## src/rtl/ffi_gamma_ctrl_if.sv

```systemverilog
// Spike-column bus between the FFI gamma controller and its neighbours.
// master drives requests and cycle control; slave is the controller.
interface ffi_gamma_ctrl_if #(
  parameter int NUM_SPIKES = 16,
  parameter int GAMMA_LEN  = 8,
  parameter int CNT_W      = $clog2(NUM_SPIKES + 1),
  parameter int STEP_W     = $clog2(GAMMA_LEN)
);
  logic                  start;
  logic                  step_en;
  logic [NUM_SPIKES-1:0] should_spike_in_l;
  logic [NUM_SPIKES-1:0] should_spike_out;
  logic [NUM_SPIKES-1:0] fired_mask;
  logic [CNT_W-1:0]      spike_count;
  logic                  inhibited;
  logic                  busy;
  logic                  done;
  logic [STEP_W-1:0]     step;

  modport master (
    output start, step_en, should_spike_in_l,
    input  should_spike_out, fired_mask, spike_count, inhibited, busy, done, step
  );

  modport slave (
    input  start, step_en, should_spike_in_l,
    output should_spike_out, fired_mask, spike_count, inhibited, busy, done, step
  );
endinterface

```

## src/rtl/ffi_gamma_ctrl.sv

```systemverilog
// Feedforward-inhibition sequencer: admits at most FFI_MAX first-time spikes
// per gamma cycle of GAMMA_LEN steps, lowest line index first.
module ffi_gamma_ctrl #(
  parameter int NUM_SPIKES = 16,
  parameter int FFI_MAX    = 4,
  parameter int GAMMA_LEN  = 8,
  parameter int CNT_W      = $clog2(NUM_SPIKES + 1),
  parameter int STEP_W     = $clog2(GAMMA_LEN)
) (
  input  logic                 clk,
  input  logic                 rst_l,
  ffi_gamma_ctrl_if.slave      bus
);

  typedef enum logic [1:0] {
    IDLE = 2'd0,
    RUN  = 2'd1,
    DONE = 2'd2
  } state_t;

  state_t                state;
  logic [NUM_SPIKES-1:0] out_q;
  logic [NUM_SPIKES-1:0] fired_q;
  logic [CNT_W-1:0]      count_q;
  logic                  inhib_q;
  logic                  busy_q;
  logic                  done_q;
  logic [STEP_W-1:0]     step_q;

  logic [NUM_SPIKES-1:0] cand;
  logic [NUM_SPIKES-1:0] admitted;
  logic [CNT_W-1:0]      budget;
  logic [CNT_W-1:0]      admit_cnt;
  logic [CNT_W-1:0]      new_count;

  // Priority admission: walk lines upward, taking candidates until budget is spent.
  always_comb begin
    cand      = ~bus.should_spike_in_l & ~fired_q;
    budget    = CNT_W'(FFI_MAX) - count_q;
    admitted  = '0;
    admit_cnt = '0;
    for (int unsigned i = 0; i < NUM_SPIKES; i++) begin
      if (cand[i] && (admit_cnt < budget)) begin
        admitted[i] = 1'b1;
        admit_cnt   = admit_cnt + CNT_W'(1);
      end
    end
    new_count = count_q + admit_cnt;
  end

  always_ff @(posedge clk or negedge rst_l) begin
    if (!rst_l) begin
      state   <= IDLE;
      out_q   <= '0;
      fired_q <= '0;
      count_q <= '0;
      inhib_q <= 1'b0;
      busy_q  <= 1'b0;
      done_q  <= 1'b0;
      step_q  <= '0;
    end else begin
      case (state)
        IDLE: begin
          out_q  <= '0;
          done_q <= 1'b0;
          if (bus.start) begin
            fired_q <= '0;
            count_q <= '0;
            inhib_q <= 1'b0;
            step_q  <= '0;
            busy_q  <= 1'b1;
            state   <= RUN;
          end
        end
        RUN: begin
          if (bus.step_en) begin
            out_q   <= admitted;
            fired_q <= fired_q | admitted;
            count_q <= new_count;
            inhib_q <= (new_count == CNT_W'(FFI_MAX));
            if (step_q == STEP_W'(GAMMA_LEN - 1)) begin
              busy_q <= 1'b0;
              done_q <= 1'b1;
              state  <= DONE;
            end else begin
              step_q <= step_q + STEP_W'(1);
            end
          end else begin
            out_q <= '0;
          end
        end
        DONE: begin
          out_q  <= '0;
          done_q <= 1'b0;
          state  <= IDLE;
        end
        default: begin
          out_q  <= '0;
          busy_q <= 1'b0;
          done_q <= 1'b0;
          state  <= IDLE;
        end
      endcase
    end
  end

  assign bus.should_spike_out = out_q;
  assign bus.fired_mask       = fired_q;
  assign bus.spike_count      = count_q;
  assign bus.inhibited        = inhib_q;
  assign bus.busy             = busy_q;
  assign bus.done             = done_q;
  assign bus.step             = step_q;

endmodule

```

## src/flat_wrapper.sv

```systemverilog
// flat-port wrapper written by rule: the top's interface ports become plain ports
module ffi_gamma_ctrl_flat 
#(
  parameter int NUM_SPIKES = 16,
  parameter int FFI_MAX    = 4,
  parameter int GAMMA_LEN  = 8,
  parameter int CNT_W      = $clog2(NUM_SPIKES + 1),
  parameter int STEP_W     = $clog2(GAMMA_LEN)
)
  (clk, rst_l, bus_start, bus_step_en, bus_should_spike_in_l, bus_should_spike_out, bus_fired_mask, bus_spike_count, bus_inhibited, bus_busy, bus_done, bus_step);
  ffi_gamma_ctrl_if #(.NUM_SPIKES(NUM_SPIKES), .GAMMA_LEN(GAMMA_LEN), .CNT_W(CNT_W), .STEP_W(STEP_W)) bus_i ();
  input  logic clk;
  input  logic rst_l;
  input wire logic [$bits(bus_i.start)-1:0] bus_start;
  input wire logic [$bits(bus_i.step_en)-1:0] bus_step_en;
  input wire logic [$bits(bus_i.should_spike_in_l)-1:0] bus_should_spike_in_l;
  output wire logic [$bits(bus_i.should_spike_out)-1:0] bus_should_spike_out;
  output wire logic [$bits(bus_i.fired_mask)-1:0] bus_fired_mask;
  output wire logic [$bits(bus_i.spike_count)-1:0] bus_spike_count;
  output wire logic [$bits(bus_i.inhibited)-1:0] bus_inhibited;
  output wire logic [$bits(bus_i.busy)-1:0] bus_busy;
  output wire logic [$bits(bus_i.done)-1:0] bus_done;
  output wire logic [$bits(bus_i.step)-1:0] bus_step;
  assign bus_i.start = bus_start;
  assign bus_i.step_en = bus_step_en;
  assign bus_i.should_spike_in_l = bus_should_spike_in_l;
  assign bus_should_spike_out = bus_i.should_spike_out;
  assign bus_fired_mask = bus_i.fired_mask;
  assign bus_spike_count = bus_i.spike_count;
  assign bus_inhibited = bus_i.inhibited;
  assign bus_busy = bus_i.busy;
  assign bus_done = bus_i.done;
  assign bus_step = bus_i.step;
  ffi_gamma_ctrl #(.NUM_SPIKES(NUM_SPIKES), .FFI_MAX(FFI_MAX), .GAMMA_LEN(GAMMA_LEN), .CNT_W(CNT_W), .STEP_W(STEP_W)) u_core (.clk(clk), .rst_l(rst_l), .bus(bus_i));
endmodule
```

## config.mk

```make
export PLATFORM = sky130hd
export DESIGN_NAME = ffi_gamma_ctrl_flat
export DESIGN_NICKNAME = d
export VERILOG_FILES = /design/src/rtl/ffi_gamma_ctrl_if.sv /design/src/rtl/ffi_gamma_ctrl.sv /design/src/flat_wrapper.sv
export SDC_FILE = /design/constraint.sdc
export NUM_CORES = 1
export LEC_CHECK = 0
export CORE_ASPECT_RATIO = 1.25
export CORE_MARGIN = 2
export CORE_UTILIZATION = 58
export DETAILED_ROUTE_END_ITERATION = 8
export MAX_ROUTING_LAYER = met4
export PLACE_DENSITY = 0.89
export SYNTH_ARGS = -nofsm -noshare
export SYNTH_HDL_FRONTEND = slang
export SYNTH_SLANG_ARGS = --single-unit
```

## constraint.sdc

```tcl
create_clock -name clk -period 35.9 [get_ports clk]
set_input_delay 5.385 -clock clk [delete_from_list [all_inputs] [get_ports clk]]
set_output_delay 5.385 -clock clk [all_outputs]
set_load 0.02 [all_outputs]
```

==> metrics.csv, run 1 <==
metric;value;unit
status;completed;
hold_depth;1;
clk_pin_slew;0.09;ns
grt_pass1_vias;5095;
path_max_fanout;8;
drc_errors;0;
grt_start_max_net_pins;46;
syn2layout_area_growth;19.6;%
die_height;111;um
cpPeakStageDelay;0.64;ns
final_area;6310;um2
syn_avg_cell_area;8.46;um2
slew_headroom;33.4;%
antenna_found_initial;0;
netlist.area_leader.share;21.3;%
dr.pass1.iters;5;
min_path_type;reg2reg;
layout_worst_path_cycle_share;95.5;%
maxCapViolations;0;
syn_area;5280;um2
yosys_most_used_dff;dfrtp_1;
period_needed;34.27;ns
worst-setup-path-type;in2reg;
synth_top_area_cell;dfrtp_1;
place_congestion;0.958;
min_to;u_core.bus.done;
clockBufferDepth;2;
ys_seq_area_share;21.3;%
postSynthCellCount;624;
reg2reg_slack;5.24;ns
dp_hpwl;10.9;mm
ys_ff_latch;45;
place_area;6060;um2
via_per_inst;6.35;
wl_per_cell;18.2;um
arrival;34.49;ns
critPathRequiredTime;36.12;ns
skew;0.0127;ns
nets;787;
wl;14.8;mm
track_usage;30.8;%
rr_startpoint;u_core.bus.spike_count[0];
n_fill_cell;678;
setup_viol;0;
start_util;60.3;%
hold_viol_final;0;
num_io_pins;63;
drt_iter0_drc;294;
dieArea;9880;um2
die_x;89.3;um
ant_nets;0;
crit_top_cell;ha_1;
ys_warn_count;0;
tritoncts;yes;
worst_pin_slew;1.00;ns
place_ws;-0.240;ns
crit_path_top_delay_cell;or4b_1;
synth-async-reset-ratio;100;%
via_count;5184;
grt_pass1_wl;23.9;mm
layout-drive-gt1-share;9.91;%
num_antenna_cells;0;
root_buffer;clkbuf_8;
setup.worst_path.start_class;primary input;
hold_start;u_core.bus.done;
setup_ws;1.63;ns
cts_sinks;45;
worst_setup_path_end_kind;register;
cts_buffers;5;
placement.io_buffers;62;
r2r_end;u_core.bus.inhibited;
timing.fmax;29.2;MHz
cts_hold_buf;0;
drv_slew;0;
synth_area_leaders;dfrtp_1, ha_1, nor2_1, mux2i_1, xnor2_1;
worstSkewPairLatency;0.32;ns
rows;38;
overflow;0;
r2r_cells;129;
synth_enable_flop_cells;0;
htree_levels;2;
core_area;8750;um2
synth.distinct_cells;75;
## registers in the layout (all words and copies together), names as in the netlist
register                     cells
u_core.bus.spike_count           5
u_core.bus.step                  3
u_core.bus.busy                  1
u_core.state                     2
u_core.bus.done                  1
u_core.bus.fired_mask           16
u_core.bus.should_spike_out     16
u_core.bus.inhibited             1
## worst max-delay path: cells and delay by family
kind | cells | cell delay [ns]
and+or+nand+nor | 26 | 5.47
adders and majority gates | 15 | 4.80
muxes | 6 | 1.65
buffers and inverters | 14 | 1.94
xor gates and xnor gates | 13 | 3.14
AOI/OAI and AO/OA | 50 | 12.10
## final cells by class
| class | instances | area, um2 | area share [%] |
|---|---|---|---|
| Sequential cell | 45 | 1130 | 17.8 |
| Multi-Input combinational cell | 535 | 4110 | 65.1 |
| Clock buffer | 6 | 82.6 | 1.31 |
| Clock inverter | 2 | 16.3 | 0.258 |
| Timing Repair Buffer | 73 | 698 | 11.1 |
| Tap cell | 120 | 150 | 2.38 |
| Inverter | 35 | 131 | 2.08 |
## cells in the final DEF (no fill, tap or decap), types with 6 or more instances in the layout
cell type         n
xor2_1            9
nand3_1          15
a21o_1           20
nor2_1           70
clkbuf_8          6
dfrtp_1          45
mux2i_1          21
o21a_1           10
ha_1             71
a211oi_1          7
a21oi_1          32
o21ai_0          33
clkdlybuf4s50_1  61
buf_4            11
or2_2             6
nand4_1          14
o31ai_1           6
xnor2_1          17
and2_1           16
nand2_1          44
nor2b_1           7
inv_1            33
mux2_2           11
nor3_1           16
## timing repair
| action | in CTS | in global routing |
|---|---|---|
| pin swaps | 0 | 4 |
| buffers inserted | 0 | 4 |
| endpoints found under the setup margin | 1 | 8 |
| gates resized for setup | 1 | 23 |
## how the worst max path moves through the flow
stage | from | end | slack (ns)
after floorplan | bus_should_spike_in_l[0] | u_core.bus.inhibited | 3.54
after global placement | bus_should_spike_in_l[0] | u_core.bus.inhibited | 1.13
after detailed placement | bus_should_spike_in_l[0] | u_core.bus.inhibited | -0.24
after CTS | bus_should_spike_in_l[0] | u_core.bus.inhibited | 0.11
after global routing | bus_should_spike_in_l[0] | u_core.bus.inhibited | -0.08
final | bus_should_spike_in_l[0] | u_core.bus.inhibited | 1.63
## synthesized netlist by cell type (5+ instances only)
library cell / count
nor3_1: 16
xnor2_1: 21
o21a_1: 11
and2_1: 17
a2111oi_0: 8
dfrtp_1: 45
ha_1: 71
mux2i_1: 22
nand2_1: 44
clkbuf_1: 8
xnor3_1: 5
mux2_2: 11
nand3_1: 15
or2_2: 6
nor2_1: 71
nor2b_1: 7
a21o_1: 21
and3_1: 5
a211oi_1: 7
xor2_1: 11
nand4_1: 14
inv_1: 33
o21ai_0: 35
a21oi_1: 33
o31ai_1: 6
a22o_1: 6
## metal layers
layer	up-vias	share of wire, %	track usage [%]
met4	0	3.6	11.1
met1	2483	41	39.0
met5	-	0	-
li1	2430	-	-
met2	221	50	50.4
met3	50	5.9	3.05
## kinds of logic after synthesis
kind of cell / after synthesis / synth area share (%)
AOI/OAI and AO/OA: 165 / 21.6
buffers and inverters: 45 / 3.30
muxes: 33 / 6.52
xor gates and xnor gates: 41 / 9.03
and+or+nand+nor: 222 / 20.9
adders and majority gates: 72 / 17.2
other: 1 / 0.0711
DFF: 45 / 21.3
## through the flow
| step | hold WS (ns) | instances | TNS (ns) | util, % |
|---|---|---|---|---|
| 6_report | 0.518 | 816 | 0 | 72.2 |
| 5_1_grt | 0.542 | 816 | -0.0784 | 72.2 |
| 4_1_cts | 0.520 | 812 | 0 | 70.5 |
| 3_5_place_dp | 0.502 | 804 | -0.346 | 69.3 |
| 3_3_place_gp | 0.466 | 804 | 0 | 69.3 |
| 2_1_floorplan | 0.530 | 625 | 0 | - |
Power of run 1 is left out: the tool's default activity adds up to more than one toggle a clock period on the data nets, which glitch-free logic cannot reach.
==> run 2, diff against run 1 <==
- ABC_AREA: default -> 1
- CELL_PAD_IN_SITES_DETAIL_PLACEMENT: default -> 1
- CELL_PAD_IN_SITES_GLOBAL_PLACEMENT: default -> 1
- CORE_UTILIZATION: 58 -> 42
- PLACE_DENSITY: 0.89 -> 0.9
- REMOVE_ABC_BUFFERS: default -> 1
==> metrics.csv, run 2 <==
metric;value;unit;change
min_path_type;reg2reg;;
layout_worst_path_cycle_share;77.2;%;-18 points
rr_startpoint;u_core.bus.spike_count[1];;
drc_errors;0;;unchanged
antenna_found_initial;0;;unchanged
setup.worst_path.start_class;primary input;;
layout-drive-gt1-share;12.3;%;+2.4 points
grt_start_max_net_pins;46;;unchanged
slew_headroom;31.0;%;-2.3 points
rows;44;;+16%
synth_area_leaders;dfrtp_1, ha_1, nand2_1, nand3_1, inv_1;;
r2r_cells;126;;-2.3%
r2r_end;u_core.bus.inhibited;;
dp_hpwl;12.1;mm;+11%
postSynthCellCount;669;;+7.2%
grt_pass1_vias;5538;;+8.7%
synth.distinct_cells;46;;-39%
wl;16.0;mm;+8.1%
cts_buffers;5;;unchanged
track_usage;26.8;%;-4.0 points
dp.cells;867;;+7.8%
place_congestion;0.905;;-5.6%
wl_per_cell;18.3;um;+0.80%
status;completed;;
post_cts_buffers;0;;unchanged
cts_sinks;45;;unchanged
worstSkewPairLatency;0.30;ns;-0.02 ns
ys_seq_area_share;22.9;%;+1.6 points
fin_hold_ws;0.512;ns;-0.00588 ns
num_io_pins;63;;unchanged
maxCapViolations;0;;unchanged
via_count;4926;;-5.0%
crit_top_cell;nand2_1;;
overflow;0;;unchanged
tns;0;ns;unchanged
drt_iter0_drc;169;;-43%
synth_enable_flop_cells;0;;unchanged
min_to;u_core.bus.inhibited;;
dr.pass1.iters;4;;-1
cpPeakStageDelay;0.50;ns;-0.14 ns
syn_avg_cell_area;7.35;um2;-13%
root_buffer;clkbuf_16;;
synth_top_area_cell;dfrtp_1;;
tritoncts;yes;;
crit_path_top_delay_cell;a2111oi_0;;
reg2reg_slack;11.97;ns;+6.73 ns
worst-setup-path-type;in2reg;;
ant_nets;0;;unchanged
cts_hold_buf;0;;unchanged
setup_viol;0;;unchanged
path_max_fanout;8;;unchanged
place_ws;8.26;ns;+8.50 ns
drv_slew;0;;unchanged
grt_pass1_wl;26.3;mm;+10%
syn2layout_area_growth;19.2;%;
period_needed;27.71;ns;-6.56 ns
syn_area;4920;um2;-6.8%
core_area;11500;um2;+32%
timing.fmax;36.1;MHz;+24%
layout_common_cells;nand2_1, inv_1, ha_1;;
hold_viol_final;0;;unchanged
final_common_cell;nand2_1;;
worst_setup_path_end_kind;register;;
clockBufferDepth;2;;unchanged
ys_ff_latch;45;;unchanged
via_per_inst;5.63;;-11%
finalNonFillerCells;875;;+7.2%
placement.io_buffers;62;;unchanged
yosys_most_used_dff;dfrtp_1;;
yosysMostFrequentCell;nand2_1;;
yosys-top-cells-count;nand2_1, inv_1, ha_1;;
rsz0062_at_grt;false;;
die_height;125;um;+13%
arrival;27.90;ns;-6.59 ns
start_util;42.7;%;-18 points
dieArea;12600;um2;+27%
ys_warn_count;0;;unchanged
clk_pin_slew;0.07;ns;-0.02 ns
netlist.area_leader.share;22.9;%;+1.6 points
worst_pin_slew;1.03;ns;+0.0351 ns
cts_resized;0;;-1
critPathRequiredTime;36.09;ns;-0.03 ns
setup_ws;8.19;ns;+6.56 ns
hold_start;u_core.bus.inhibited;;
hold_depth;2;;+1
htree_levels;2;;unchanged
nets;828;;+5.2%
skew;0.00743;ns;-0.00526 ns
num_antenna_cells;0;;unchanged
synth-async-reset-ratio;100;%;unchanged
die_x;101;um;+13%
run 2: changes by cell type after synthesis, moves of 18 or more:
cell and change:
a21o_1 -21, a21oi_1 -24, inv_1 +46, mux2i_1 -22
nand2_1 +119, nand2_2 +34, nand3_1 +48, nor2_1 -18
o21ai_0 -27
run 2: through the flow:
stage | util (%) | area (um2)
detailed placement | 49.4 | 5690
global route | 50.9 | 5860
CTS | 50.9 | 5860
floorplan | - | 4890
finish | 50.9 | 5860
global placement | 49.4 | 5690
run 2: layout make-up:
| class | count | area [um2] |
|---|---|---|
| sequential | 45 | 1130 |
| clock inverter | 1 | 30.0 |
| inverter | 91 | 347 |
| fill | 1464 | 5650 |
| tap | 138 | 173 |
| timing repair buffer | 63 | 623 |
| clock buffer | 7 | 143 |
| multi-input combinational | 530 | 3420 |
run 2: how the worst max path moves through the flow:
stage	startpoint	endpoint	slack, ns	cells after the start
floorplan	bus_should_spike_in_l[0]	u_core.bus.inhibited	12.35	117
global placement	bus_should_spike_in_l[0]	u_core.bus.inhibited	9.99	118
detailed placement	bus_should_spike_in_l[0]	u_core.bus.inhibited	8.26	118
CTS	bus_should_spike_in_l[0]	u_core.bus.inhibited	8.25	118
global route	bus_should_spike_in_l[0]	u_core.bus.inhibited	6.24	118
finish	bus_should_spike_in_l[0]	u_core.bus.inhibited	8.19	119
run 2: critical path, delay by kind of cell:
| kind | cells | cell delay, ns |
|---|---|---|
| AND/OR/NAND/NOR | 61 | 8.32 |
| XOR/XNOR | 8 | 2.15 |
| adder cells (fa/ha/maj) | 16 | 5.01 |
| buffers and inverters | 17 | 1.86 |
| AO/OA/AOI/OAI | 17 | 5.16 |
run 2: cells by family (layout without fill, tap and decap cells):
kind of cell	Yosys count	after routing	share of synthesized area [%]
xor+xnor	19	19	3.99
flops	45	45	22.9
fa+ha+maj	72	72	18.5
simple gates	374	374	37.1
compound gates	62	62	9.54
other cells	1	2	0.0762
mux	1	1	0.229
buf+inv	95	162	7.66
run 2: metal layers:
layer / part of all wire [%] / vias up / track usage, %
li1: - / 2352 / -
met1: 37 / 2379 / 26.7
met2: 55 / 138 / 50.1
met3: 3.9 / 57 / 3.19
met4: 4.0 / 0 / 13.0
met5: 0 / - / -
Power of run 2 is left out for the same reason.
